$ cat config.mk
export PLATFORM = sky130hd
export DESIGN_NAME = pc_gen_unit_flat
export DESIGN_NICKNAME = d
export VERILOG_FILES = /design/src/rtl/pc_gen_unit_pkg.sv /design/src/rtl/pc_gen_unit_if.sv /design/src/rtl/pc_gen_unit_pc_next_sel.sv /design/src/rtl/pc_gen_unit.sv /design/src/flat_wrapper.sv
export SDC_FILE = /design/constraint.sdc
export NUM_CORES = 1
export LEC_CHECK = 0
export ABC_AREA = 1
export CAP_MARGIN = 20
export CORE_ASPECT_RATIO = 0.9
export CORE_MARGIN = 2
export CORE_UTILIZATION = 42
export CTS_CLUSTER_SIZE = 12
export DETAILED_ROUTE_END_ITERATION = 8
export HOLD_SLACK_MARGIN = 0.02
export PLACE_DENSITY = 0.86
export SYNTH_ARGS = -nofsm -noshare
export SYNTH_HDL_FRONTEND = slang
export SYNTH_SLANG_ARGS = --single-unit
$ cat constraint.sdc
create_clock -name clk_in -period 1.8 [get_ports clk_in]
set_input_delay 0.27 -clock clk_in [delete_from_list [all_inputs] [get_ports clk_in]]
set_output_delay 0.27 -clock clk_in [all_outputs]
set_load 0.03 [all_outputs]
$ cat src/rtl/pc_gen_unit_pkg.sv
// rtl/pc_gen_unit_pkg.sv - shared core constants, FSM encoding and redirect types for PC generation
package pc_gen_unit_pkg;

  localparam int          CORE_XLEN     = 32;
  localparam logic [31:0] CORE_RESET_PC = 32'h0000_0000;

  typedef enum logic [1:0] {
    PCG_BOOT  = 2'd0,
    PCG_RUN   = 2'd1,
    PCG_FLUSH = 2'd2
  } pcg_state_e;

  // Control-transfer opcodes shared with branch_unit
  localparam logic [6:0] OPC_BRANCH = 7'b110_0011;
  localparam logic [6:0] OPC_JAL    = 7'b110_1111;
  localparam logic [6:0] OPC_JALR   = 7'b110_0111;

  typedef struct packed {
    logic                 valid;
    logic                 is_trap;
    logic [CORE_XLEN-1:0] target;
  } pcg_redirect_t;

  function automatic logic is_ctrl_opcode(input logic [6:0] opc);
    return (opc == OPC_BRANCH) || (opc == OPC_JAL) || (opc == OPC_JALR);
  endfunction

  // JALR clears bit 0 of the computed target
  function automatic logic [CORE_XLEN-1:0] jalr_align(input logic [CORE_XLEN-1:0] t);
    return {t[CORE_XLEN-1:1], 1'b0};
  endfunction

endpackage

$ cat src/rtl/pc_gen_unit_if.sv
// rtl/pc_gen_unit_if.sv - redirect request and fetch-address bundle of the PC generation stage
interface pc_gen_unit_if
  import pc_gen_unit_pkg::*;
#(
  parameter int XLEN = CORE_XLEN
);
  logic            branch_taken_in;
  logic [XLEN-1:0] target_addr_in;
  logic            trap_taken_in;
  logic [XLEN-1:0] trap_vec_in;
  logic            mret_in;
  logic [XLEN-1:0] epc_in;
  logic            stall_in;
  logic [XLEN-1:0] pc_out;
  logic [XLEN-1:0] pc_plus_4_out;
  logic [XLEN-1:0] i_addr_out;
  logic            fetch_valid_out;
  logic            flush_out;
  logic            misaligned_instr_out;

  modport slave (
    input  branch_taken_in, target_addr_in, trap_taken_in, trap_vec_in,
    input  mret_in, epc_in, stall_in,
    output pc_out, pc_plus_4_out, i_addr_out, fetch_valid_out, flush_out,
    output misaligned_instr_out
  );

  modport master (
    output branch_taken_in, target_addr_in, trap_taken_in, trap_vec_in,
    output mret_in, epc_in, stall_in,
    input  pc_out, pc_plus_4_out, i_addr_out, fetch_valid_out, flush_out,
    input  misaligned_instr_out
  );
endinterface

$ cat src/rtl/pc_gen_unit_pc_next_sel.sv
// rtl/pc_gen_unit_pc_next_sel.sv - combinational next-PC priority mux and redirect alignment check
module pc_next_sel
  import pc_gen_unit_pkg::*;
(
  input  logic [CORE_XLEN-1:0] pc_i,
  input  logic                 branch_taken_i,
  input  logic [CORE_XLEN-1:0] target_addr_i,
  input  logic                 trap_taken_i,
  input  logic [CORE_XLEN-1:0] trap_vec_i,
  input  logic                 mret_i,
  input  logic [CORE_XLEN-1:0] epc_i,
  input  pcg_redirect_t        pending_i,
  output logic                 misaligned_o,
  output logic                 run_redirect_o,
  output logic [CORE_XLEN-1:0] run_next_pc_o,
  output pcg_redirect_t        stall_req_o
);

  logic                 branch_ok;
  logic [CORE_XLEN-1:0] branch_tgt;
  logic                 pend_trap_locked;

  assign misaligned_o     = branch_taken_i & target_addr_i[1];
  assign branch_ok        = branch_taken_i & ~target_addr_i[1];
  assign branch_tgt       = jalr_align(target_addr_i);
  assign pend_trap_locked = pending_i.valid & pending_i.is_trap;

  always_comb begin
    run_redirect_o = 1'b1;
    run_next_pc_o  = pc_i + CORE_XLEN'(4);
    if (trap_taken_i) begin
      run_next_pc_o = trap_vec_i;
    end else if (pending_i.valid) begin
      run_next_pc_o = pending_i.target;
    end else if (mret_i) begin
      run_next_pc_o = epc_i;
    end else if (branch_ok) begin
      run_next_pc_o = branch_tgt;
    end else if (misaligned_o) begin
      // Fetch parks here until the trap unit reports the misalignment
      run_redirect_o = 1'b0;
      run_next_pc_o  = pc_i;
    end else begin
      run_redirect_o = 1'b0;
    end
  end

  // Value the pending register takes if this cycle is stalled
  always_comb begin
    stall_req_o = pending_i;
    if (trap_taken_i) begin
      stall_req_o = '{valid: 1'b1, is_trap: 1'b1, target: trap_vec_i};
    end else if (!pend_trap_locked && mret_i) begin
      stall_req_o = '{valid: 1'b1, is_trap: 1'b0, target: epc_i};
    end else if (!pend_trap_locked && branch_ok) begin
      stall_req_o = '{valid: 1'b1, is_trap: 1'b0, target: branch_tgt};
    end
  end

endmodule

$ cat src/rtl/pc_gen_unit.sv
// rtl/pc_gen_unit.sv - fetch PC register, boot/run/flush sequencing and stall-time redirect latch
module pc_gen_unit
  import pc_gen_unit_pkg::*;
#(
  parameter logic [31:0] RESET_PC = CORE_RESET_PC,
  parameter int          XLEN     = CORE_XLEN
) (
  input  logic        clk_in,
  input  logic        rst_n_in,
  pc_gen_unit_if.slave bus
);

  pcg_state_e    state_q;
  logic [XLEN-1:0] pc_q;
  pcg_redirect_t pending_q;
  logic          fetch_valid_q;
  logic          flush_q;

  logic            run_redirect_d;
  logic [XLEN-1:0] run_next_pc_d;
  pcg_redirect_t   pending_d;

  pc_next_sel u_next_sel (
    .pc_i           (pc_q),
    .branch_taken_i (bus.branch_taken_in),
    .target_addr_i  (bus.target_addr_in),
    .trap_taken_i   (bus.trap_taken_in),
    .trap_vec_i     (bus.trap_vec_in),
    .mret_i         (bus.mret_in),
    .epc_i          (bus.epc_in),
    .pending_i      (pending_q),
    .misaligned_o   (bus.misaligned_instr_out),
    .run_redirect_o (run_redirect_d),
    .run_next_pc_o  (run_next_pc_d),
    .stall_req_o    (pending_d)
  );

  always_ff @(posedge clk_in or negedge rst_n_in) begin
    if (!rst_n_in) begin
      state_q       <= PCG_BOOT;
      pc_q          <= RESET_PC;
      pending_q     <= '0;
      fetch_valid_q <= 1'b0;
      flush_q       <= 1'b0;
    end else begin
      case (state_q)
        PCG_BOOT: begin
          state_q       <= PCG_RUN;
          fetch_valid_q <= 1'b1;
          flush_q       <= 1'b0;
          if (bus.trap_taken_in) begin
            pending_q <= '{valid: 1'b1, is_trap: 1'b1, target: bus.trap_vec_in};
          end
        end
        PCG_RUN: begin
          if (bus.stall_in) begin
            pending_q <= pending_d;
          end else if (run_redirect_d) begin
            pc_q          <= run_next_pc_d;
            pending_q     <= '0;
            state_q       <= PCG_FLUSH;
            fetch_valid_q <= 1'b0;
            flush_q       <= 1'b1;
          end else begin
            pc_q <= run_next_pc_d;
          end
        end
        PCG_FLUSH: begin
          // Only a trap survives the squash; branch/mret came from killed instructions
          if (bus.trap_taken_in) begin
            pc_q <= bus.trap_vec_in;
          end else begin
            state_q       <= PCG_RUN;
            fetch_valid_q <= 1'b1;
            flush_q       <= 1'b0;
          end
        end
        default: begin
          state_q       <= PCG_BOOT;
          fetch_valid_q <= 1'b0;
          flush_q       <= 1'b0;
        end
      endcase
    end
  end

  assign bus.pc_out          = pc_q;
  assign bus.i_addr_out      = pc_q;
  assign bus.pc_plus_4_out   = pc_q + XLEN'(4);
  assign bus.fetch_valid_out = fetch_valid_q;
  assign bus.flush_out       = flush_q;

endmodule
$ cat src/flat_wrapper.sv
// flat-port wrapper written by rule: the top's interface ports become plain ports
module pc_gen_unit_flat import pc_gen_unit_pkg::*;
#(
  parameter logic [31:0] RESET_PC = CORE_RESET_PC,
  parameter int          XLEN     = CORE_XLEN
)
  (clk_in, rst_n_in, bus_branch_taken_in, bus_target_addr_in, bus_trap_taken_in, bus_trap_vec_in, bus_mret_in, bus_epc_in, bus_stall_in, bus_pc_out, bus_pc_plus_4_out, bus_i_addr_out, bus_fetch_valid_out, bus_flush_out, bus_misaligned_instr_out);
  pc_gen_unit_if #(.XLEN(XLEN)) bus_i ();
  input  logic clk_in;
  input  logic rst_n_in;
  input wire logic [$bits(bus_i.branch_taken_in)-1:0] bus_branch_taken_in;
  input wire logic [$bits(bus_i.target_addr_in)-1:0] bus_target_addr_in;
  input wire logic [$bits(bus_i.trap_taken_in)-1:0] bus_trap_taken_in;
  input wire logic [$bits(bus_i.trap_vec_in)-1:0] bus_trap_vec_in;
  input wire logic [$bits(bus_i.mret_in)-1:0] bus_mret_in;
  input wire logic [$bits(bus_i.epc_in)-1:0] bus_epc_in;
  input wire logic [$bits(bus_i.stall_in)-1:0] bus_stall_in;
  output wire logic [$bits(bus_i.pc_out)-1:0] bus_pc_out;
  output wire logic [$bits(bus_i.pc_plus_4_out)-1:0] bus_pc_plus_4_out;
  output wire logic [$bits(bus_i.i_addr_out)-1:0] bus_i_addr_out;
  output wire logic [$bits(bus_i.fetch_valid_out)-1:0] bus_fetch_valid_out;
  output wire logic [$bits(bus_i.flush_out)-1:0] bus_flush_out;
  output wire logic [$bits(bus_i.misaligned_instr_out)-1:0] bus_misaligned_instr_out;
  assign bus_i.branch_taken_in = bus_branch_taken_in;
  assign bus_i.target_addr_in = bus_target_addr_in;
  assign bus_i.trap_taken_in = bus_trap_taken_in;
  assign bus_i.trap_vec_in = bus_trap_vec_in;
  assign bus_i.mret_in = bus_mret_in;
  assign bus_i.epc_in = bus_epc_in;
  assign bus_i.stall_in = bus_stall_in;
  assign bus_pc_out = bus_i.pc_out;
  assign bus_pc_plus_4_out = bus_i.pc_plus_4_out;
  assign bus_i_addr_out = bus_i.i_addr_out;
  assign bus_fetch_valid_out = bus_i.fetch_valid_out;
  assign bus_flush_out = bus_i.flush_out;
  assign bus_misaligned_instr_out = bus_i.misaligned_instr_out;
  pc_gen_unit #(.RESET_PC(RESET_PC), .XLEN(XLEN)) u_core (.clk_in(clk_in), .rst_n_in(rst_n_in), .bus(bus_i));
endmodule
==> flow_summary.toml <==
[job]
maxCapViolCount = 0

[drt]
avgViaCountPerCell = 5.523
first_pass_iters = 7
wl_per_cell_um = 17.67
vias = 7384
drt-initial-drc-count = 1016
antenna_left = 0
drt-total-wl_um = 23630
remaining_drc_errors = 0

[layout]
drive_gt1_frac = 0.2378
diodes = 0
fin_cells = 1337
final_area_um2 = 9374
regArea_um2 = 1722
fillers = 1091
area_growth_pct = 59.91
final_cell_mix = "nand2_1 (228), clkdlybuf4s50_1 (119), nor2_1 (112)"
multi_input_area_um2 = 3775
layout_commonest_cell = "nand2_1"
nNetsFinal = 1271

[clock_network]
tritoncts = "done"
numCtsBuffers = 9
clockBufferDepth = 2
h-tree-depth = 3
clk_pin_slew_ps = 60
cts.sinks = 68
clk_latency_ps = 340
root_buffer = "clkbuf_16"

[power_and_ir_drop]
power_switching_mw = 8.806
seq_power_share = 0.183
power.total_mw = 17.31
clkPwrFrac = 0.102
switching_share = 0.5087
power_density_nw_per_um2 = 1847
ir_worst_vdd_mv = 1.212
p_leak_nw = 4.556
p_comb_frac = 0.715
internal-power_mw = 8.504

[placed_design]
dp_hpwl_um = 16760
place_congestion = 0.9903
placed_area_um2 = 8282
dp.cells = 1290
port_buffers = 199

[synth]
ys_ff_latch = 68
synth_nets = 1037
syn_avg_cell_area_um2 = 6.296
syn_area_um2 = 5862
yosys_warnings = 0
synthFlopType = "dfrtp_1"
async_flop_share = 1.000
synth_edf_count = 0
synth.distinct_cells = 35
synthCells = 931
yosysSeqAreaShare = 0.2903

[floorplan]
die_area_um2 = 14920
rows = 40
die_y_um = 116.1
die_w_um = 128.5
initial_core_util = 0.4338
ios = 201
coreArea_um2 = 13510

[global_routing]
antenna_found_initial = 1
grt_max_degree = 69
grtUsageTotal = 0.3075
grt_pass1_wl_um = 35620
grt_pass1_vias = 6751
grt_remaining_overflow = 0

[sta]
finalSetupViolCount = 29
finalCriticalPeriod_ps = 2074
fmax_ghz = 0.4822
fin_ws_ps = -274.0
finalCritPeriodShare = 1.152
final-max-slew-violation-count = 0
hold_viol = 0
holdWs_ps = 492.3
slew_headroom = 0.7423
tightest_slew_ps = 386.5
skew_ps = 5.701
rsz0062_at_grt = "true"

[critical_path]
critPathKind = "reg -> out"
rr_worst_depth = 14
crit_arrival_ps = 1800
worstPathMaxFanout = 5
r2r_setup_slack_ps = -150
cp_data_required_time_ps = 1530
critical_path.startpoint_type = "flop"
end_kind = "output pin"

[outcome]
violations = "negative setup slack"
outcome = "finished with violations"

[worst_hold_path]
hp-class = "in -> async"
[final cells by class]
class / count / area share
Multi-Input combinational cell: 691 / 0.4027
Timing Repair Buffer: 305 / 0.3237
Sequential cell: 68 / 0.1837
Inverter: 90 / 0.03711
Clock buffer: 13 / 0.02670
Tap cell: 168 / 0.02242
Clock inverter: 2 / 0.003737
[through the flow]
| step | setup TNS (ps) | worst slack [ps] | utilization |
|---|---|---|---|
| 2_1_floorplan | -120.1 | -44.02 | - |
| 3_3_place_gp | -135.3 | -38.64 | 0.6129 |
| 3_5_place_dp | -1633 | -125.4 | 0.6129 |
| 4_1_cts | -3530 | -182.0 | 0.6647 |
| 5_1_grt | -6920 | -309.3 | 0.6937 |
| 6_report | -4607 | -274.0 | 0.6937 |
[metal layers]
layer / track usage / part of all wire / routed length (um)
met1: 0.4287 / 0.41 / 9740
met2: 0.4816 / 0.45 / 10690
met5: 0 / 0 / 0
met4: 0.1072 / 0.031 / 735
met3: 0.05863 / 0.10 / 2457
[critical path, cell delays in order, from the launching register on]
cell and delay (ps):
dfrtp_1 420, nand2_1 130, nor2_1 200, nand2_1 140, nor2_4 170, nand3_1 150
nand2_2 120, buf_6 130
[Yosys cell counts, types with 6 or more instances]
library cell | n | area, um2
o22ai_1 | 7 | 43.79
nand2_2 | 6 | 37.54
nand3_1 | 62 | 310.3
buf_4 | 40 | 300.3
clkbuf_1 | 15 | 56.30
dfrtp_1 | 68 | 1702
a211oi_1 | 28 | 210.2
nor2_1 | 130 | 488.0
xnor2_1 | 6 | 52.55
inv_1 | 85 | 319.1
o21ai_0 | 73 | 365.4
nand2_1 | 266 | 998.5
nor2_2 | 6 | 37.54
o21ai_1 | 40 | 200.2
a22oi_1 | 31 | 232.7
buf_2 | 18 | 90.09
[state kept, by name, indices dropped and copies added (netlist names)]
name and cells:
u_core.pending_q 34, u_core.bus.i_addr_out 32, u_core.bus.fetch_valid_out 1, u_core.bus.flush_out 1
[worst paths after layout]
check	start	endpoint
setup / recovery	u_core.bus.i_addr_out[14]	bus_pc_plus_4_out[21]
hold / removal	rst_n_in	u_core.pending_q[25]
setup reg to reg	u_core.bus.i_addr_out[4]	u_core.bus.i_addr_out[26]
hold reg to reg	u_core.pending_q[15]	u_core.pending_q[15]
max in group asynchronous	rst_n_in	u_core.bus.i_addr_out[7]
min in group clk_in	u_core.pending_q[15]	u_core.pending_q[15]
[power by group through the flow]
stage | logic [mW] | clock network, mW | registers (mW)
4_1_cts | 11.6 | 1.77 | 3.10
3_3_place_gp | 10.9 | 0 | 3.03
3_5_place_dp | 11.1 | 0 | 3.07
5_1_grt | 13.2 | 1.85 | 3.26
2_1_floorplan | 6.16 | 0 | 3.74
6_report | 12.4 | 1.77 | 3.17
[repair_timing]
action / in CTS / in global routing
setup endpoints to repair: 61 / 114
gates resized for setup: 127 / 83
gates cloned: 0 / 1
setup buffers: 15 / 15
hold endpoints to repair: 68 / 0
pin swaps: 28 / 32
hold buffers: 1 / 0
[cell families after synthesis]
kind of cell,synth area share
simple gates,0.3481
compound gates,0.1927
buf+inv,0.1498
flops,0.2903
xor+xnor,0.01046
fa+ha+maj,0.008538
(Power assumes the default switching activity.)
